File: src/rtl/ledger_pkg.sv
// Shared opcodes, response codes, FSM states and sizing helper for the bank ledger responder.
package ledger_pkg;

  localparam logic [2:0] OP_BALANCE  = 3'b001;
  localparam logic [2:0] OP_WITHDRAW = 3'b010;
  localparam logic [2:0] OP_DEPOSIT  = 3'b011;
  localparam logic [2:0] OP_TRANSFER = 3'b100;

  typedef enum logic [2:0] {
    RS_OK           = 3'd0,
    RS_BAD_PIN      = 3'd1,
    RS_LOCKED       = 3'd2,
    RS_INSUFFICIENT = 3'd3,
    RS_OVERFLOW     = 3'd4,
    RS_BAD_OP       = 3'd5,
    RS_LIMIT        = 3'd6
  } status_e;

  typedef enum logic [1:0] {
    ST_IDLE,
    ST_CHECK,
    ST_EXEC,
    ST_RESP
  } state_e;

  function automatic int unsigned idx_width(input int unsigned n);
    return (n < 2) ? 1 : $clog2(n);
  endfunction

endpackage

File: src/rtl/ledger_account_bank.sv
// Account table: balances, PIN try counters, lock bits and (with LEDGER_DAILY_LIMIT_EN) daily withdraw totals.
module ledger_account_bank
  import ledger_pkg::*;
#(
  parameter  int unsigned NUM_ACCOUNTS = 8,
  parameter  logic [31:0] INIT_BALANCE = 32'h000186A0,
  parameter  int unsigned TW           = 2,
  localparam int unsigned AW           = idx_width(NUM_ACCOUNTS)
) (
  input  logic          clk,
  input  logic          rst_n,
  input  logic [AW-1:0] src_idx,
  input  logic [AW-1:0] dst_idx,
  output logic [31:0]   src_bal,
  output logic [31:0]   dst_bal,
  output logic [TW-1:0] src_tries,
  output logic          src_lock,
  input  logic          tries_we,
  input  logic [TW-1:0] tries_wd,
  input  logic          lock_set,
`ifdef LEDGER_DAILY_LIMIT_EN
  output logic [31:0]   src_daily,
  input  logic          daily_we,
  input  logic [31:0]   daily_wd,
  input  logic          rollover,
`endif
  input  logic          src_we,
  input  logic [31:0]   src_wd,
  input  logic          dst_we,
  input  logic [31:0]   dst_wd
);

  logic [31:0]             bal_q   [NUM_ACCOUNTS];
  logic [31:0]             bal_d   [NUM_ACCOUNTS];
  logic [TW-1:0]           tries_q [NUM_ACCOUNTS];
  logic [TW-1:0]           tries_d [NUM_ACCOUNTS];
  logic [NUM_ACCOUNTS-1:0] lock_q;
  logic [NUM_ACCOUNTS-1:0] lock_d;

  assign src_bal   = bal_q[src_idx];
  assign dst_bal   = bal_q[dst_idx];
  assign src_tries = tries_q[src_idx];
  assign src_lock  = lock_q[src_idx];

  always_comb begin
    bal_d   = bal_q;
    tries_d = tries_q;
    lock_d  = lock_q;
    if (src_we)   bal_d[src_idx]   = src_wd;
    if (dst_we)   bal_d[dst_idx]   = dst_wd;
    if (tries_we) tries_d[src_idx] = tries_wd;
    if (lock_set) lock_d[src_idx]  = 1'b1;
  end

  always_ff @(posedge clk or negedge rst_n) begin
    if (!rst_n) begin
      bal_q   <= '{default: INIT_BALANCE};
      tries_q <= '{default: '0};
      lock_q  <= '0;
    end else begin
      bal_q   <= bal_d;
      tries_q <= tries_d;
      lock_q  <= lock_d;
    end
  end

`ifdef LEDGER_DAILY_LIMIT_EN
  logic [31:0] daily_q [NUM_ACCOUNTS];
  logic [31:0] daily_d [NUM_ACCOUNTS];

  assign src_daily = daily_q[src_idx];

  // A rollover in the same cycle as a counted withdraw drops that amount.
  always_comb begin
    daily_d = daily_q;
    if (rollover)      daily_d = '{default: '0};
    else if (daily_we) daily_d[src_idx] = daily_wd;
  end

  always_ff @(posedge clk or negedge rst_n) begin
    if (!rst_n) daily_q <= '{default: '0};
    else        daily_q <= daily_d;
  end
`endif

endmodule

File: src/rtl/bank_ledger_responder.sv
// Transaction FSM and datapath for the ledger responder; LEDGER_DAILY_LIMIT_EN enables per-account daily withdraw caps.
module bank_ledger_responder
  import ledger_pkg::*;
#(
  parameter  int unsigned NUM_ACCOUNTS = 8,
  parameter  logic [31:0] INIT_BALANCE = 32'h000186A0,
  parameter  logic [13:0] INIT_PIN     = 14'd8030,
  parameter  int unsigned MAX_TRIES    = 3,
  parameter  logic [31:0] DAILY_LIMIT  = 32'd20000,
  localparam int unsigned AW           = idx_width(NUM_ACCOUNTS)
) (
  input  logic          clk,
  input  logic          reset,
  input  logic          req_valid,
  output logic          req_ready,
  input  logic [2:0]    req_opcode,
  input  logic [AW-1:0] req_acct,
  input  logic [AW-1:0] req_dst_acct,
  input  logic [13:0]   req_pin,
  input  logic [31:0]   req_amount,
  input  logic          day_rollover,
  output logic          rsp_valid,
  input  logic          rsp_ready,
  output logic [2:0]    rsp_status,
  output logic [31:0]   rsp_balance
);

  localparam int unsigned TW = idx_width(MAX_TRIES + 1);

  state_e        state_q, state_d;
  logic [2:0]    op_q, op_d;
  logic [AW-1:0] acct_q, acct_d;
  logic [AW-1:0] dst_q, dst_d;
  logic [13:0]   pin_q, pin_d;
  logic [31:0]   amt_q, amt_d;
  status_e       status_q, status_d;
  logic [31:0]   rbal_q, rbal_d;

  logic [31:0]   src_bal, dst_bal, src_wd, dst_wd;
  logic [TW-1:0] src_tries, tries_wd, tries_inc;
  logic          src_lock, src_we, dst_we, tries_we, lock_set, count_day;
  logic [32:0]   dep_sum, dst_sum;
  logic          short_funds, hit_max, pin_ok, op_legal, over_limit;

  assign dep_sum     = {1'b0, src_bal} + {1'b0, amt_q};
  assign dst_sum     = {1'b0, dst_bal} + {1'b0, amt_q};
  assign short_funds = amt_q > src_bal;
  assign tries_inc   = src_tries + 1'b1;
  assign hit_max     = 32'(tries_inc) >= MAX_TRIES;
  assign pin_ok      = pin_q == (INIT_PIN + 14'(acct_q));
  assign op_legal    = op_q inside {OP_BALANCE, OP_WITHDRAW, OP_DEPOSIT, OP_TRANSFER};

`ifdef LEDGER_DAILY_LIMIT_EN
  logic [31:0] src_daily, day_sat;
  logic [32:0] day_sum;
  assign day_sum    = {1'b0, src_daily} + {1'b0, amt_q};
  assign over_limit = day_sum > {1'b0, DAILY_LIMIT};
  assign day_sat    = day_sum[32] ? '1 : day_sum[31:0];
`else
  logic unused_day;
  assign over_limit = 1'b0;
  assign unused_day = ^{count_day, day_rollover, DAILY_LIMIT};
`endif

  ledger_account_bank #(
    .NUM_ACCOUNTS (NUM_ACCOUNTS),
    .INIT_BALANCE (INIT_BALANCE),
    .TW           (TW)
  ) u_bank (
    .clk       (clk),
    .rst_n     (reset),
    .src_idx   (acct_q),
    .dst_idx   (dst_q),
    .src_bal   (src_bal),
    .dst_bal   (dst_bal),
    .src_tries (src_tries),
    .src_lock  (src_lock),
    .tries_we  (tries_we),
    .tries_wd  (tries_wd),
    .lock_set  (lock_set),
`ifdef LEDGER_DAILY_LIMIT_EN
    .src_daily (src_daily),
    .daily_we  (count_day),
    .daily_wd  (day_sat),
    .rollover  (day_rollover),
`endif
    .src_we    (src_we),
    .src_wd    (src_wd),
    .dst_we    (dst_we),
    .dst_wd    (dst_wd)
  );

  assign req_ready   = state_q == ST_IDLE;
  assign rsp_valid   = state_q == ST_RESP;
  assign rsp_status  = status_q;
  assign rsp_balance = rbal_q;

  always_comb begin
    state_d   = state_q;
    op_d      = op_q;
    acct_d    = acct_q;
    dst_d     = dst_q;
    pin_d     = pin_q;
    amt_d     = amt_q;
    status_d  = status_q;
    rbal_d    = rbal_q;
    src_we    = 1'b0;
    src_wd    = src_bal;
    dst_we    = 1'b0;
    dst_wd    = dst_bal;
    tries_we  = 1'b0;
    tries_wd  = src_tries;
    lock_set  = 1'b0;
    count_day = 1'b0;
    unique case (state_q)
      ST_IDLE: begin
        if (req_valid) begin
          op_d    = req_opcode;
          acct_d  = req_acct;
          dst_d   = req_dst_acct;
          pin_d   = req_pin;
          amt_d   = req_amount;
          state_d = ST_CHECK;
        end
      end
      ST_CHECK: begin
        state_d = ST_RESP;
        rbal_d  = src_bal;
        if (!op_legal) begin
          status_d = RS_BAD_OP;
        end else if (src_lock) begin
          status_d = RS_LOCKED;
        end else if (!pin_ok) begin
          tries_we = 1'b1;
          tries_wd = tries_inc;
          lock_set = hit_max;
          status_d = hit_max ? RS_LOCKED : RS_BAD_PIN;
        end else if (op_q == OP_TRANSFER && dst_q == acct_q) begin
          status_d = RS_BAD_OP;
        end else begin
          tries_we = 1'b1;
          tries_wd = '0;
          state_d  = ST_EXEC;
        end
      end
      ST_EXEC: begin
        state_d  = ST_RESP;
        status_d = RS_OK;
        rbal_d   = src_bal;
        unique case (op_q)
          OP_WITHDRAW: begin
            if (short_funds)     status_d = RS_INSUFFICIENT;
            else if (over_limit) status_d = RS_LIMIT;
            else begin
              src_we    = 1'b1;
              src_wd    = src_bal - amt_q;
              rbal_d    = src_wd;
              count_day = 1'b1;
            end
          end
          OP_DEPOSIT: begin
            if (dep_sum[32]) status_d = RS_OVERFLOW;
            else begin
              src_we = 1'b1;
              src_wd = dep_sum[31:0];
              rbal_d = src_wd;
            end
          end
          OP_TRANSFER: begin
            if (short_funds)      status_d = RS_INSUFFICIENT;
            else if (over_limit)  status_d = RS_LIMIT;
            else if (dst_sum[32]) status_d = RS_OVERFLOW;
            else begin
              src_we    = 1'b1;
              src_wd    = src_bal - amt_q;
              dst_we    = 1'b1;
              dst_wd    = dst_sum[31:0];
              rbal_d    = src_wd;
              count_day = 1'b1;
            end
          end
          default: ;
        endcase
      end
      ST_RESP: begin
        if (rsp_ready) state_d = ST_IDLE;
      end
      default: state_d = ST_IDLE;
    endcase
  end

  always_ff @(posedge clk or negedge reset) begin
    if (!reset) begin
      state_q  <= ST_IDLE;
      op_q     <= '0;
      acct_q   <= '0;
      dst_q    <= '0;
      pin_q    <= '0;
      amt_q    <= '0;
      status_q <= RS_OK;
      rbal_q   <= '0;
    end else begin
      state_q  <= state_d;
      op_q     <= op_d;
      acct_q   <= acct_d;
      dst_q    <= dst_d;
      pin_q    <= pin_d;
      amt_q    <= amt_d;
      status_q <= status_d;
      rbal_q   <= rbal_d;
    end
  end

endmodule

File: config.mk
export PLATFORM = sky130hd
export DESIGN_NAME = bank_ledger_responder
export DESIGN_NICKNAME = d
export VERILOG_FILES = /design/src/rtl/ledger_pkg.sv /design/src/rtl/ledger_account_bank.sv /design/src/rtl/bank_ledger_responder.sv
export SDC_FILE = /design/constraint.sdc
export NUM_CORES = 1
export LEC_CHECK = 0
export BUFFER_PORTS_ARGS = -buffer_cell sky130_fd_sc_hd__buf_2
export CAP_MARGIN = 20
export CORE_MARGIN = 1.5
export CORE_UTILIZATION = 45
export CTS_BUF_LIST = sky130_fd_sc_hd__clkbuf_8
export CTS_CLUSTER_SIZE = 30
export DETAILED_ROUTE_END_ITERATION = 10
export HOLD_SLACK_MARGIN = 0.15
export MAX_ROUTING_LAYER = met4
export SLEW_MARGIN = 40
export SYNTH_ARGS = -nofsm -noshare
export SYNTH_HDL_FRONTEND = slang
export SYNTH_SLANG_ARGS = --single-unit
File: constraint.sdc
create_clock -name clk -period 13.3 [get_ports clk]
set_input_delay 2.66 -clock clk [delete_from_list [all_inputs] [get_ports clk]]
set_output_delay 2.66 -clock clk [all_outputs]
set_load 0.005 [all_outputs]
==> impl_metrics.toml <==
[floorplanning]
die_height_um = 246
design.portCount = 97
core_area_mm2 = 0.0580
dieArea_mm2 = 0.0604
placementRows = 88
fp.dieW_um = 246
start_util_pct = 45.7

[critical_path]
cp-end-kind = "register"
crit_type = "reg2reg"
startpoint = "acct_q[0]"
reg2reg_from = "acct_q[0]"
cp.required_ps = 13800
rrSetupSlack_ps = 5900
path_cells = "buf_4 -> mux4_2 -> nand2_1 -> nand2_1 -> ha_1 -> and2_1 -> and3_1 -> nor3b_2 -> nand3_1 -> o211a_2 -> a211o_2 -> o21ai_4 -> nand2_2 -> buf_4 -> a22oi_2 -> o21ai_0"
rr_worst_depth = 16
cp.arrival_ps = 7910
endpoint = "u_bank.bal_q[172]"
critPathSlowestCell = "o21ai_4"
startpoint_type = "register"
path_max_fanout = 41
regToRegEndpoint = "u_bank.bal_q[172]"
slowest_delay_ps = 720

[global_route]
grt_pass1_vias = 25500
grt_usage_pct = 37.4
antenna_found_initial = 3
grt_max_degree = 102
grt_overflow = 0
grt_pass1_wl_mm = 162

[cts]
path_clk_slew_ps = 60
insertion_delay_ps = 680
cts_tree = "yes"
ctsHoldBuffers = 0
cts_setup_buffers = 0
clock_sinks = 372
h-tree-depth = 3
cts_resized = 0
clk_path_buf_depth = 3
cts_root_buf = "clkbuf_8"
cts_made_buffers = 71

[timing]
slew_headroom_pct = 37.1
rsz0062_at_grt = "false"
worstMarginPinSlew_ps = 940
finalHoldViolCount = 0
finClkSkew_ps = 42.1
timing.final.crit_period_ps = 7400
final_max_slew_viol_count = 0
finalSetupViolations = 0
fmax_mhz = 135
tns_ps = 0
finalCritPeriodShare_pct = 55.6

[layout]
drive_above_1_share_pct = 18.7
layout_commonest_cell = "nand2_1"
post-route-util_pct = 50.5
fin_nets = 3165
area_delta_synth_final_pct = 10.4
finish.instance_area_mm2 = 0.0293
final_cell_mix = "nand2_1 (401), dfrtp_1 (322), nor2_1 (224)"

[logic_synthesis]
synth_edf_count = 0
synthCells = 2968
synth_nets = 3145
synth-main-ff-cell = "dfrtp_1"
ys_seq_area_share_pct = 35.3
async_flop_share_pct = 100
synth_area_mm2 = 0.0265
synth_seq_cells = 372
syn_area_per_cell_um2 = 8.94
ys_warn_count = 0
yosysUniqueCellTypes = 100

[place]
numPortBuffers = 95
place_hpwl_mm = 71.3
dpl_cell_area_mm2 = 0.0277
gp_congestion = 0.965

[power_and_ir_drop]
powerDensity_mw_per_mm2 = 220
leakage_nw = 12.8
ir_drop_uv = 157

[run_status]
outcome = "completed"

[route]
firstDrtPassIters = 6
drt_iter0_drc = 3373
antenna_left = 0
vias = 26100
routed_wl_mm = 111
viasPerCell = 6.85
drc = 0
wl_per_cell_um = 29.1

[job]
max-cap-violations = 0

[worst_hold_path]
whs_path_depth = 1
min_path_type = "reg2reg"
-- cell families after synthesis --
logic type / after synthesis / synth area share [%]
and+or+nand+nor: 989 / 17.5
AOI/OAI and AO/OA: 940 / 24.0
DFF: 372 / 35.3
buffers and inverters: 305 / 4.90
muxes: 200 / 11.2
adders and majority gates: 117 / 5.60
xor gates and xnor gates: 45 / 1.49
-- layout make-up --
class / instances / area (µm²)
Clock buffer: 94 / 1290
Fill cell: 5392 / 28700
Sequential cell: 372 / 9380
Antenna cell: 2 / 5.00
Tap cell: 765 / 957
Multi-Input combinational cell: 2291 / 16100
Timing Repair Buffer: 151 / 983
Inverter: 101 / 379
Clock inverter: 38 / 240
-- Yosys cell counts, types with 18 or more instances --
master    count  area [µm²]
o21bai_1     24         180
dfstp_2      48        1260
o211ai_1     61         458
a21o_1       35         263
nor4_1       18         113
dfrtp_1     324        8110
clkbuf_1    112         420
a211oi_1     18         135
nor3_1       41         205
a21oi_1     167         836
nand2_1     407        1530
nand4_1      42         263
inv_1        98         368
mux2i_1      54         541
nor2b_1      19         119
mux4_2       70        1580
a31oi_1     112         701
a22oi_1     158        1190
o22ai_1      31         194
o21ai_1      30         150
nand2b_1     18         113
o21ai_0     145         726
buf_2        67         335
mux2_2       75         845
ha_1        114        1430
and3_1       33         206
nor2_1      226         848
xnor2_1      32         280
nand3_1      94         470
-- worst min-delay path by stage --
| stage | from | end | slack, ps |
|---|---|---|---|
| after floorplan | u_bank.lock_q[2] | u_bank.lock_q[2] | 440 |
| after global placement | u_bank.lock_q[7] | u_bank.lock_q[7] | 450 |
| after detailed placement | u_bank.lock_q[5] | u_bank.lock_q[5] | 460 |
| after CTS | u_bank.lock_q[5] | u_bank.lock_q[5] | 480 |
| after global routing | u_bank.lock_q[3] | u_bank.lock_q[3] | 490 |
| final | u_bank.lock_q[3] | u_bank.lock_q[3] | 490 |
-- metrics by stage --
step	total power [mW]	hold slack (ps)	worst slack [ps]	std cells
3_3_place_gp	4.98	454	5910	3672
6_report	6.44	485	5900	3814
2_1_floorplan	3.88	438	8090	2968
5_1_grt	6.75	492	5670	3814
4_1_cts	6.32	482	5830	3810
3_5_place_dp	5.07	462	5880	3678
-- flip-flops by register name, indices dropped and copies added, names as in the netlist --
signal,cells
u_bank.lock_q,8
op_q,3
dst_q,3
acct_q,3
u_bank.tries_q,16
u_bank.bal_q,256
amt_q,32
rsp_balance,32
rsp_status,3
pin_q,14
state_q,2
-- per-layer routing --
layer / up-vias / GRT usage (%) / wire length [µm]
li1: 11100 / - / -
met1: 12900 / 47.0 / 43200
met2: 1714 / 55.6 / 49200
met3: 419 / 9.53 / 12800
met4: 0 / 19.0 / 5940
met5: - / - / 0
-- where the power goes --
| group | internal (mW) | switching [mW] | leakage (nW) | total, mW |
|---|---|---|---|---|
| clock | 0.676 | 0.559 | 0.865 | 1.24 |
| combinational | 1.09 | 2.31 | 7.11 | 3.40 |
| sequential | 1.45 | 0.362 | 4.84 | 1.81 |
| total | 3.21 | 3.23 | 12.8 | 6.44 |
-- worst max-delay path: cells and delay by family (launching register included) --
family | cells | cell delay [ps]
flops | 1 | 590
buf+inv | 2 | 1100
compound gates | 5 | 2540
mux | 1 | 590
simple gates | 7 | 1670
fa+ha+maj | 1 | 650
Note: power is estimated with default switching activity, not from simulation.
